File: config.mk
export PLATFORM = sky130hd
export DESIGN_NAME = andnot_event_capture
export DESIGN_NICKNAME = d
export VERILOG_FILES = /design/src/rtl/andnot_pkg.sv /design/src/rtl/andnot_hit_gen.sv /design/src/rtl/andnot_event_capture.sv
export SDC_FILE = /design/constraint.sdc
export NUM_CORES = 1
export LEC_CHECK = 0
export ABC_AREA = 0
export CORE_UTILIZATION = 45
export DETAILED_ROUTE_END_ITERATION = 8
export PLACE_DENSITY = 0.79
export SETUP_SLACK_MARGIN = 0.5
export SYNTH_ARGS = -nofsm -noshare
export SYNTH_HDL_FRONTEND = slang
export SYNTH_SLANG_ARGS = --single-unit
File: constraint.sdc
create_clock -name clk -period 2.1 [get_ports clk]
set_input_delay 0.63 -clock clk [delete_from_list [all_inputs] [get_ports clk]]
set_output_delay 0.63 -clock clk [all_outputs]
set_load 0.02 [all_outputs]
File: src/rtl/andnot_pkg.sv
// Shared definitions for the and-not event capture block: FSM state encoding
// and the saturating counter helper.
package andnot_pkg;

    typedef enum logic [1:0] {
        IDLE  = 2'd0,
        ARMED = 2'd1,
        TRIP  = 2'd2
    } state_e;

    // Increments v but never wraps past the all-ones value of a width-bit counter.
    function automatic logic [31:0] sat_inc(input logic [31:0] v, input int unsigned width);
        logic [31:0] maxVal;
        maxVal = (32'h1 << width) - 32'h1;
        return (v >= maxVal) ? maxVal : v + 32'h1;
    endfunction

endpackage

File: src/rtl/andnot_hit_gen.sv
// Per-channel hit detection: raw = a & ~b, optionally reduced to rising edges
// of raw using a history register that updates every cycle.
module andnot_hit_gen
    import andnot_pkg::*;
#(
    parameter int WIDTH = 8,
    parameter bit EDGE  = 1'b0
) (
    input  logic             clk,
    input  logic             reset,
    input  logic [WIDTH-1:0] a,
    input  logic [WIDTH-1:0] b,
    output logic [WIDTH-1:0] hit
);

    logic [WIDTH-1:0] raw;
    logic [WIDTH-1:0] prev_q;

    assign raw = a & ~b;

    always_ff @(posedge clk or posedge reset) begin
        if (reset) begin
            prev_q <= '0;
        end else begin
            prev_q <= raw;
        end
    end

    assign hit = EDGE ? (raw & ~prev_q) : raw;

endmodule

File: src/rtl/andnot_event_capture.sv
// Registered a & ~b event capture: sticky per-channel status, saturating
// hit-cycle counter, threshold trip with irq, and a clear-on-read snapshot port.
module andnot_event_capture
    import andnot_pkg::*;
#(
    parameter int WIDTH  = 8,
    parameter int CNT_W  = 4,
    parameter bit EDGE   = 1'b0,
    parameter int THRESH = 1
) (
    input  logic             clk,
    input  logic             reset,
    input  logic             arm,
    input  logic [WIDTH-1:0] a,
    input  logic [WIDTH-1:0] b,
    input  logic             rd_req,
    output logic             rd_valid,
    output logic [WIDTH-1:0] rd_data,
    output logic [CNT_W-1:0] hit_cnt,
    output logic             irq,
    output logic             armed
);

    localparam logic [CNT_W-1:0] THRESH_C = CNT_W'(THRESH);

    state_e           state_q,    state_d;
    logic [WIDTH-1:0] status_q,   status_d;
    logic [CNT_W-1:0] cnt_q,      cnt_d;
    logic             rd_valid_q, rd_valid_d;
    logic [WIDTH-1:0] rd_data_q,  rd_data_d;

    logic [WIDTH-1:0] hit;
    logic             any;
    logic [CNT_W-1:0] cnt_inc;

    andnot_hit_gen #(
        .WIDTH (WIDTH),
        .EDGE  (EDGE)
    ) u_hit_gen (
        .clk   (clk),
        .reset (reset),
        .a     (a),
        .b     (b),
        .hit   (hit)
    );

    assign any     = |hit;
    assign cnt_inc = CNT_W'(sat_inc(32'(cnt_q), CNT_W));

    always_ff @(posedge clk or posedge reset) begin
        if (reset) begin
            state_q    <= IDLE;
            status_q   <= '0;
            cnt_q      <= '0;
            rd_valid_q <= 1'b0;
            rd_data_q  <= '0;
        end else begin
            state_q    <= state_d;
            status_q   <= status_d;
            cnt_q      <= cnt_d;
            rd_valid_q <= rd_valid_d;
            rd_data_q  <= rd_data_d;
        end
    end

    // A read always snapshots the pre-edge status; what happens to status
    // afterwards depends on the state, with ARMED reloading it from this
    // cycle's hits so nothing arriving alongside the read is lost.
    always_comb begin
        state_d    = state_q;
        status_d   = status_q;
        cnt_d      = cnt_q;
        rd_valid_d = rd_req;
        rd_data_d  = rd_req ? status_q : rd_data_q;

        case (state_q)
            IDLE: begin
                if (rd_req) begin
                    status_d = '0;
                    cnt_d    = '0;
                end
                if (arm) begin
                    state_d = ARMED;
                end
            end
            ARMED: begin
                if (!arm) begin
                    state_d = IDLE;
                    if (rd_req) begin
                        status_d = '0;
                        cnt_d    = '0;
                    end
                end else begin
                    if (rd_req) begin
                        status_d = hit;
                        cnt_d    = CNT_W'(any);
                    end else begin
                        status_d = status_q | hit;
                        if (any) begin
                            cnt_d = cnt_inc;
                        end
                    end
                    if (any && (cnt_d >= THRESH_C)) begin
                        state_d = TRIP;
                    end
                end
            end
            TRIP: begin
                if (rd_req) begin
                    status_d = '0;
                    cnt_d    = '0;
                    state_d  = IDLE;
                end
            end
            default: begin
                state_d = IDLE;
            end
        endcase
    end

    assign rd_valid = rd_valid_q;
    assign rd_data  = rd_data_q;
    assign hit_cnt  = cnt_q;
    assign irq      = (state_q == TRIP);
    assign armed    = (state_q == ARMED);

endmodule

==> impl_metrics.ini, run 1 <==
[worst_setup_path]
arrival_ns = 1.07
crit_fanout = 3
crit_path_start_kind = flip-flop
reg2reg_depth = 6
path_class = flip-flop to output pin
setup.worst_path.end_class = output pin
worst_ep_required_time_ns = 1.47

[clock_tree]
h-tree-depth = 1
insertion_delay_ns = 0.32
ctsHoldBuffers = 0
clk_path_buf_depth = 2
clock-root-buffer = clkbuf_4
clkTransAtPathRegs_ns = 0.12
numCtsBuffers = 3
cts_tree = yes
cts_num_sinks = 23

[yosys]
synth_area_um2 = 1170
ys_seq_area_share_pct = 49.0
syn_inst = 97
ys_types = 25
synth-edff-count = 0
synthFlopType = dfrtp_1
yosysWarningCount = 0
syn_area_per_cell_um2 = 12.1
syn_nets = 118
ys_ff_latch = 23
synthArstFlopShare_pct = 100

[sta]
maxSlewHeadroom_pct = 74.5
tightest_slew_ns = 0.381
fin_skew_ns = 0.00596
fmax_mhz = 588
report.final.slew_viol_count = 0
period_minus_slack_ns = 1.70
hold_violations = 0
setup_tns_ns = 0
rsz0062_at_grt = true
setup_ws_ns = 0.399
setup_violations = 0
fin_crit_sh_pct = 81.0

[grt]
overflow = 0
grt_use_total_pct = 22.0
antenna_found_initial = 0
grt_pass1_vias = 1013
gr-usage-met1_pct = 24.9
grtUsageMet2_pct = 41.6
gr-max-usage-layer = met2
grt_pass1_wl_mm = 4.36
grt_max_degree = 24
grt_util_met3_pct = 2.87

[route]
ant_nets = 0
drt-pass1-iter-count = 4
drc_errors = 0
finalWirelength_mm = 3.09
via_per_inst = 5.18
vias = 995
post_drt_wl_per_cell_um = 16.1
drtIter0Drc = 24

[finish]
insertedDiodeCount = 0
areaGrowthSynthToFinish_pct = 50.3
fillers = 174
drive_above_1_share_pct = 58.0
final_cell_mix = buf_4 (28), dfrtp_1 (22), buf_2 (20)
layout_commonest_cell = buf_4
fin_util_pct = 71.3
nNetsFinal = 184

[floorplanning]
core_um2 = 2480
die_h_um = 53.1
boundaryPins = 35
die_w_um = 53.1
initial_core_util_pct = 47.4
rows = 18
die_area_um2 = 2820

[place]
pre_cts_ws_ns = -0.345
dp_hpwl_mm = 2.00
io_buffers = 34
gp_congestion = 0.831

[run_status]
outcome = finished clean

[power_and_ir_drop]
leakagePower_uw = 0.000914
peakVddDrop_uv = 448
p_total_uw = 1110
p_per_area_nw_per_um2 = 626

[min_path]
hp-class = flip-flop to flip-flop
min_delay_path_depth = 2

[run]
cap_violations = 0
-- path summary, 6_finish.rpt --
path	slack (ns)	endpoint	start
setup / recovery	0.40	armed	state_q[0]
hold / removal	0.50	status_q[7]	status_q[7]
setup reg to reg	0.43	state_q[1]	hit_cnt[1]
hold reg to reg	0.50	status_q[7]	status_q[7]
max in group asynchronous	1.21	hit_cnt[2]	reset
min in group asynchronous	0.64	rd_data[2]	reset
-- timing repair --
| item | 4_1_cts | 5_1_grt |
|---|---|---|
| pin swaps | 7 | 7 |
| gates resized for setup | 127 | 20 |
| cloned | 0 | 0 |
| buffers inserted | 12 | 9 |
| endpoints found under the setup margin | 29 | 16 |
-- report_power, final --
| part | internal [uW] | switching [uW] |
|---|---|---|
| logic | 194 | 186 |
| clock network | 74.4 | 134 |
| registers | 486 | 31.3 |
-- flip-flops by register name, summed over array words and instances, names as in the netlist --
name and cells:
rd_valid 1, rd_data 8, state_q 2, status_q 8, hit_cnt 4
-- cell type report --
type	instances	area [um^2]	area share [%]
inverter	4	15.0	0.850
tap	30	37.5	2.13
sequential	23	577	32.7
timing repair buffer	62	463	26.2
multi-input combinational	69	647	36.6
clock buffer	4	26.3	1.49
-- stage by stage --
stage               instance area (um^2)  cells  hold slack (ns)
floorplan                           1180     97            0.444
global placement                    1610    167            0.461
detailed placement                  1610    167            0.476
CTS                                 1630    183            0.503
global route                        1770    192            0.544
finish                              1770    192            0.503
-- worst max-delay path, cell delays in order (launching register included) --
cell and delay, ns:
dfrtp_1 0.45, nor2b_1 0.15, buf_4 0.15
-- Yosys cell counts (2+ instances only) --
library cell | count | area, um^2
a21oi_1 | 3 | 15.0
a22o_1 | 3 | 26.3
dfrtp_1 | 23 | 576
inv_1 | 4 | 15.0
mux2_2 | 8 | 90.1
nand2_1 | 14 | 52.6
nand2b_4 | 8 | 110
nand4_4 | 2 | 42.5
nor2b_1 | 5 | 31.3
o21a_1 | 2 | 15.0
o21ai_0 | 11 | 55.1
-- cell families after synthesis --
family | count (synthesis) | share of synthesized area, %
AOI/OAI and AO/OA | 24 | 14.5
adders and majority gates | 1 | 1.06
buffers and inverters | 5 | 1.70
DFF | 23 | 49.0
muxes | 10 | 9.80
and+or+nand+nor | 34 | 24.0
-- layer usage --
metal,part of all wire (%),wire [um]
met5,0,0
met2,56,1720
met1,39,1220
met4,0.36,11
met3,4.7,145
Power figures use the tool's default switching activity.
==> run 2: changes to the inputs <==
==> constraint.sdc (replaced) <==
create_clock -name clk -period 1.7 [get_ports clk]
set_input_delay 0.51 -clock clk [delete_from_list [all_inputs] [get_ports clk]]
set_output_delay 0.51 -clock clk [all_outputs]
set_load 0.02 [all_outputs]
==> run 2 against run 1 <==
  * Cell area is 9.1% higher
  * Flip-flop and latch count stayed put
  * Register-to-register slack got worse by 0.38 ns
  * Hold slack worse by 0.051 ns
  * Final cell count is 0.52% higher
  * Combinational power rose by 44%
  * Wire length rose by 4.7%
  * Clock-buffer cell count down 1
  * Utilization increased by 6.5 points
  * Critical path type is now flip-flop to flip-flop
==> impl_metrics.ini, run 2 (synthesized netlist as in run 1, its figures left out) <==
[sta]
setup_ws_ns = 0.0531
fin_skew_ns = 0.00815
rsz0062_at_grt = true
setup_violations = 0
hold_violations = 0
fmax_mhz = 607
fin_crit_sh_pct = 96.9
maxSlewHeadroom_pct = 76.0
report.final.slew_viol_count = 0
period_minus_slack_ns = 1.65
tightest_slew_ns = 0.358

[route]
vias = 1026
via_per_inst = 5.32
drtIter0Drc = 20
ant_nets = 0
finalWirelength_mm = 3.24
drc_errors = 0
drt-pass1-iter-count = 4
post_drt_wl_per_cell_um = 16.8

[clock_tree]
clk_path_buf_depth = 2
insertion_delay_ns = 0.32
cts_num_sinks = 23
clkTransAtPathRegs_ns = 0.14
cts_tree = yes
numCtsBuffers = 3
ctsHoldBuffers = 0
clock-root-buffer = clkbuf_4
h-tree-depth = 1

[run]
cap_violations = 0

[floorplanning]
rows = 18
die_w_um = 53.1
boundaryPins = 35
die_area_um2 = 2820
core_um2 = 2480
initial_core_util_pct = 47.4
die_h_um = 53.1

[worst_setup_path]
path_class = flip-flop to flip-flop
max_stage_delay_ns = 0.46
setup.worst_path.end_class = flip-flop
arrival_ns = 1.85
crit_fanout = 3
crit_path_start_kind = flip-flop
r2r_start = hit_cnt[1]
crit_path_top_delay_cell = dfrtp_2
worst_ep_required_time_ns = 1.91
crit_path_cell_trace = ha_4 > nand3_2 > nand2_1 > mux2_4 > nor4b_4 > o2bb2ai_1
cp-startpoint = hit_cnt[1]

[finish]
fin_util_pct = 77.8
final_cell_mix = buf_4 (24), buf_6 (20), dfrtp_1 (19)
insertedDiodeCount = 0
multi_input_area_um2 = 751
fillers = 173
post-route-cell-area_um2 = 1930
layout_commonest_cell = buf_4
nNetsFinal = 185
drive_above_1_share_pct = 71.8
seq_area_um2 = 581
layoutNonFillerInstCount = 193
areaGrowthSynthToFinish_pct = 64.0

[grt]
antenna_found_initial = 0
overflow = 0
grt_pass1_vias = 1050
grt_use_total_pct = 24.1
grt_pass1_wl_mm = 4.69
grt_max_degree = 24

[place]
gp_congestion = 0.815
io_buffers = 34
dp_hpwl_mm = 2.00
postPlaceCellArea_um2 = 1660
dp.cells = 173
pre_cts_ws_ns = -0.573

[power_and_ir_drop]
p_total_uw = 1470
leakagePower_uw = 0.000973
peakVddDrop_uv = 759
p_per_area_nw_per_um2 = 761

[run_status]
outcome = finished clean

[min_path]
min_from = a[4]
hp-class = input port to flip-flop
[run 2: changes by cell type in the layout (fill, tap and decap cells not counted), moves of 4 or more]
cell     previous run  this run
buf_6              11        20
o21ai_0            10         2
buf_4              28        24
buf_2              20        16
o21ai_2             0         9
[run 2: path summary, 6_finish.rpt]
kind                               endpoint  slack, ns  depth (start not counted)
worst min-delay path            status_q[4]       0.45                          3
worst min register to register  status_q[5]       0.50                          2
worst max-delay path             state_q[1]       0.05                          6
worst max register to register   state_q[1]       0.05                          6
min in group asynchronous       status_q[7]       0.50                          3
max in group asynchronous        state_q[1]       0.94                          3
[run 2: final cells by class]
class	instances	share of cell area [%]
Clock buffer	3	1.17
Clock inverter	1	0.260
Inverter	4	0.909
Sequential cell	23	30.1
Multi-Input combinational cell	69	39.0
Timing Repair Buffer	63	26.6
Tap cell	30	1.95
[run 2: power by group]
part | switching (uW) | internal [uW] | total, uW
clock network | 176 | 88.3 | 265
logic | 263 | 286 | 549
registers | 49.8 | 602 | 652
total | 489 | 977 | 1470
[run 2: timing repair]
item | 4_1_cts | 5_1_grt
endpoints found under the setup margin | 37 | 33
endpoints found under the hold margin | 0 | 0
buffers inserted | 9 | 7
gates resized for setup | 156 | 46
pin swaps | 6 | 7
[run 2: worst max-delay path: cells and delay by family (launching register included)]
family | cells | cell delay, ns
AND/OR/NAND/NOR | 3 | 0.46
multiplexers | 1 | 0.31
AO/OA/AOI/OAI | 1 | 0.12
flip-flops | 1 | 0.46
adder cells (fa/ha/maj) | 1 | 0.19
[run 2: per-stage QoR]
| step | hold slack [ns] | setup TNS (ns) |
|---|---|---|
| after floorplan | 0.444 | 0 |
| after global placement | 0.462 | -3.97 |
| after detailed placement | 0.474 | -4.00 |
| after CTS | 0.469 | 0 |
| after global routing | 0.438 | -0.0275 |
| final | 0.452 | 0 |
[run 2: layer usage]
metal | share of wire, % | up-vias | global-route usage [%]
met5 | 0 | - | 0
met4 | 2.2 | 0 | 10.1
met3 | 3.8 | 9 | 6.61
met2 | 55 | 27 | 44.5
met1 | 39 | 517 | 25.2
li1 | - | 473 | -
==> run 3: changes to the inputs <==
--- a/config.mk
+++ b/config.mk
@@ -5,10 +5,9 @@
 export SDC_FILE = /design/constraint.sdc
 export NUM_CORES = 1
 export LEC_CHECK = 0
-export ABC_AREA = 0
 export CORE_UTILIZATION = 45
 export DETAILED_ROUTE_END_ITERATION = 8
-export PLACE_DENSITY = 0.79
+export PLACE_DENSITY_LB_ADDON = 0.12
 export SETUP_SLACK_MARGIN = 0.5
 export SYNTH_ARGS = -nofsm -noshare
 export SYNTH_HDL_FRONTEND = slang
==> run 3 against run 2 <==
  * Cell area hardly changed
  * Worst setup slack better by 0.037 ns
  * Final cell count is 1.0% higher
  * Sequential share of layout area is 0.11 points lower
  * Maximum frequency is 2.3% higher
  * Flip-flop and latch count stayed put
  * Total power is 1.4% lower
  * Combinational power hardly changed
  * Wire length is 1.5% higher
==> impl_metrics.ini, run 3 (synthesized netlist as in run 1, its figures left out) <==
[floorplanning]
rows = 18
initial_core_util_pct = 47.4
die_area_um2 = 2820
die_w_um = 53.1
boundaryPins = 35
die_h_um = 53.1
core_um2 = 2480

[route]
vias = 1045
post_drt_wl_per_cell_um = 16.9
drc_errors = 0
via_per_inst = 5.36
drt-pass1-iter-count = 4
finalWirelength_mm = 3.29
ant_nets = 0
drtIter0Drc = 19

[clock_tree]
clock-root-buffer = clkbuf_4
cts_tree = yes
numCtsBuffers = 3
cts_num_sinks = 23
insertion_delay_ns = 0.32
ctsHoldBuffers = 0
clk_path_buf_depth = 2
clkTransAtPathRegs_ns = 0.13
h-tree-depth = 1

[worst_setup_path]
crit_path_start_kind = flip-flop
arrival_ns = 1.83
r2r_start = hit_cnt[0]
setup.worst_path.end_class = flip-flop
r2r_slack_ns = 0.09
path_class = flip-flop to flip-flop
crit_fanout = 3
r2r_end = state_q[1]
reg2reg_depth = 6
worst_ep_required_time_ns = 1.92

[power_and_ir_drop]
leakagePower_uw = 0.000938
peakVddDrop_uv = 667
p_per_area_nw_per_um2 = 751

[sta]
setup_ws_ns = 0.0898
rsz0062_at_grt = true
fin_skew_ns = 0.0123
maxSlewHeadroom_pct = 66.9
hold_ws_ns = 0.457
fin_crit_sh_pct = 94.7
period_minus_slack_ns = 1.61
setup_violations = 0
hold_violations = 0
fmax_mhz = 621
report.final.slew_viol_count = 0
tightest_slew_ns = 0.492

[finish]
drive_above_1_share_pct = 67.9
fin_util_pct = 77.7
layoutNonFillerInstCount = 195
post-route-cell-area_um2 = 1930
insertedDiodeCount = 0
areaGrowthSynthToFinish_pct = 63.9
nNetsFinal = 187
layout_commonest_cell = buf_4
final_cell_mix = buf_4 (30), buf_6 (23), dfrtp_1 (21)

[place]
dp_hpwl_mm = 1.98
gp_congestion = 0.913
dp.cells = 174
postPlaceCellArea_um2 = 1670
pre_cts_ws_ns = -0.565
io_buffers = 34

[min_path]
min_from = a[7]
hp-class = input port to flip-flop
min_delay_path_depth = 3
whs_endpoint = status_q[7]

[run]
cap_violations = 0

[grt]
grt_pass1_vias = 1023
antenna_found_initial = 0
overflow = 0
grt_pass1_wl_mm = 4.82
grt_max_degree = 24
grt_use_total_pct = 24.2

[run_status]
outcome = finished clean
==> run 3: per-stage QoR <==
step | total power (uW) | setup TNS, ns
detailed placement | 1070 | -4.68
finish | 1450 | 0
CTS | 1400 | 0
global route | 1510 | 0
floorplan | 859 | 0
global placement | 1060 | -4.04
==> run 3: final cells by class <==
cell class | count | area, um^2
Clock buffer | 4 | 26.3
Sequential cell | 23 | 578
Multi-Input combinational cell | 70 | 719
Inverter | 4 | 15.0
Fill cell | 162 | 552
Timing Repair Buffer | 64 | 549
Tap cell | 30 | 37.5
==> run 3: report_power, final <==
part | switching (uW) | total [uW] | internal [uW]
Clock | 163 | 255 | 91.7
Combinational | 261 | 546 | 285
Sequential | 43.2 | 645 | 602
Total | 467 | 1450 | 979
==> run 3: worst max path at each step <==
stage | start | end
floorplan | b[5] | state_q[1]
global placement | b[6] | state_q[0]
detailed placement | b[6] | state_q[1]
CTS | hit_cnt[0] | hit_cnt[0]
global route | hit_cnt[0] | state_q[1]
finish | hit_cnt[0] | state_q[1]
==> run 3: what timing repair did <==
action,CTS,global route
gates resized for setup,180,13
endpoints found under the setup margin,37,32
gates cloned,0,1
pin swaps,11,2
setup buffers,14,2
==> run 3: worst max-delay path: stages, from the launching register on <==
cell and delay (ns):
dfrtp_2 0.41, ha_4 0.16, nand2_2 0.07, or2_1 0.25
o221a_4 0.28, nor4b_4 0.24, o2bb2ai_1 0.10
==> run 3: routing by layer <==
layer  vias up  track usage, %  share of wire, %
met4         0            5.26               1.4
met5         -               0                 0
met3         9            3.45               5.8
met2        49            44.7                54
li1        479               -                 -
met1       508            29.3                38
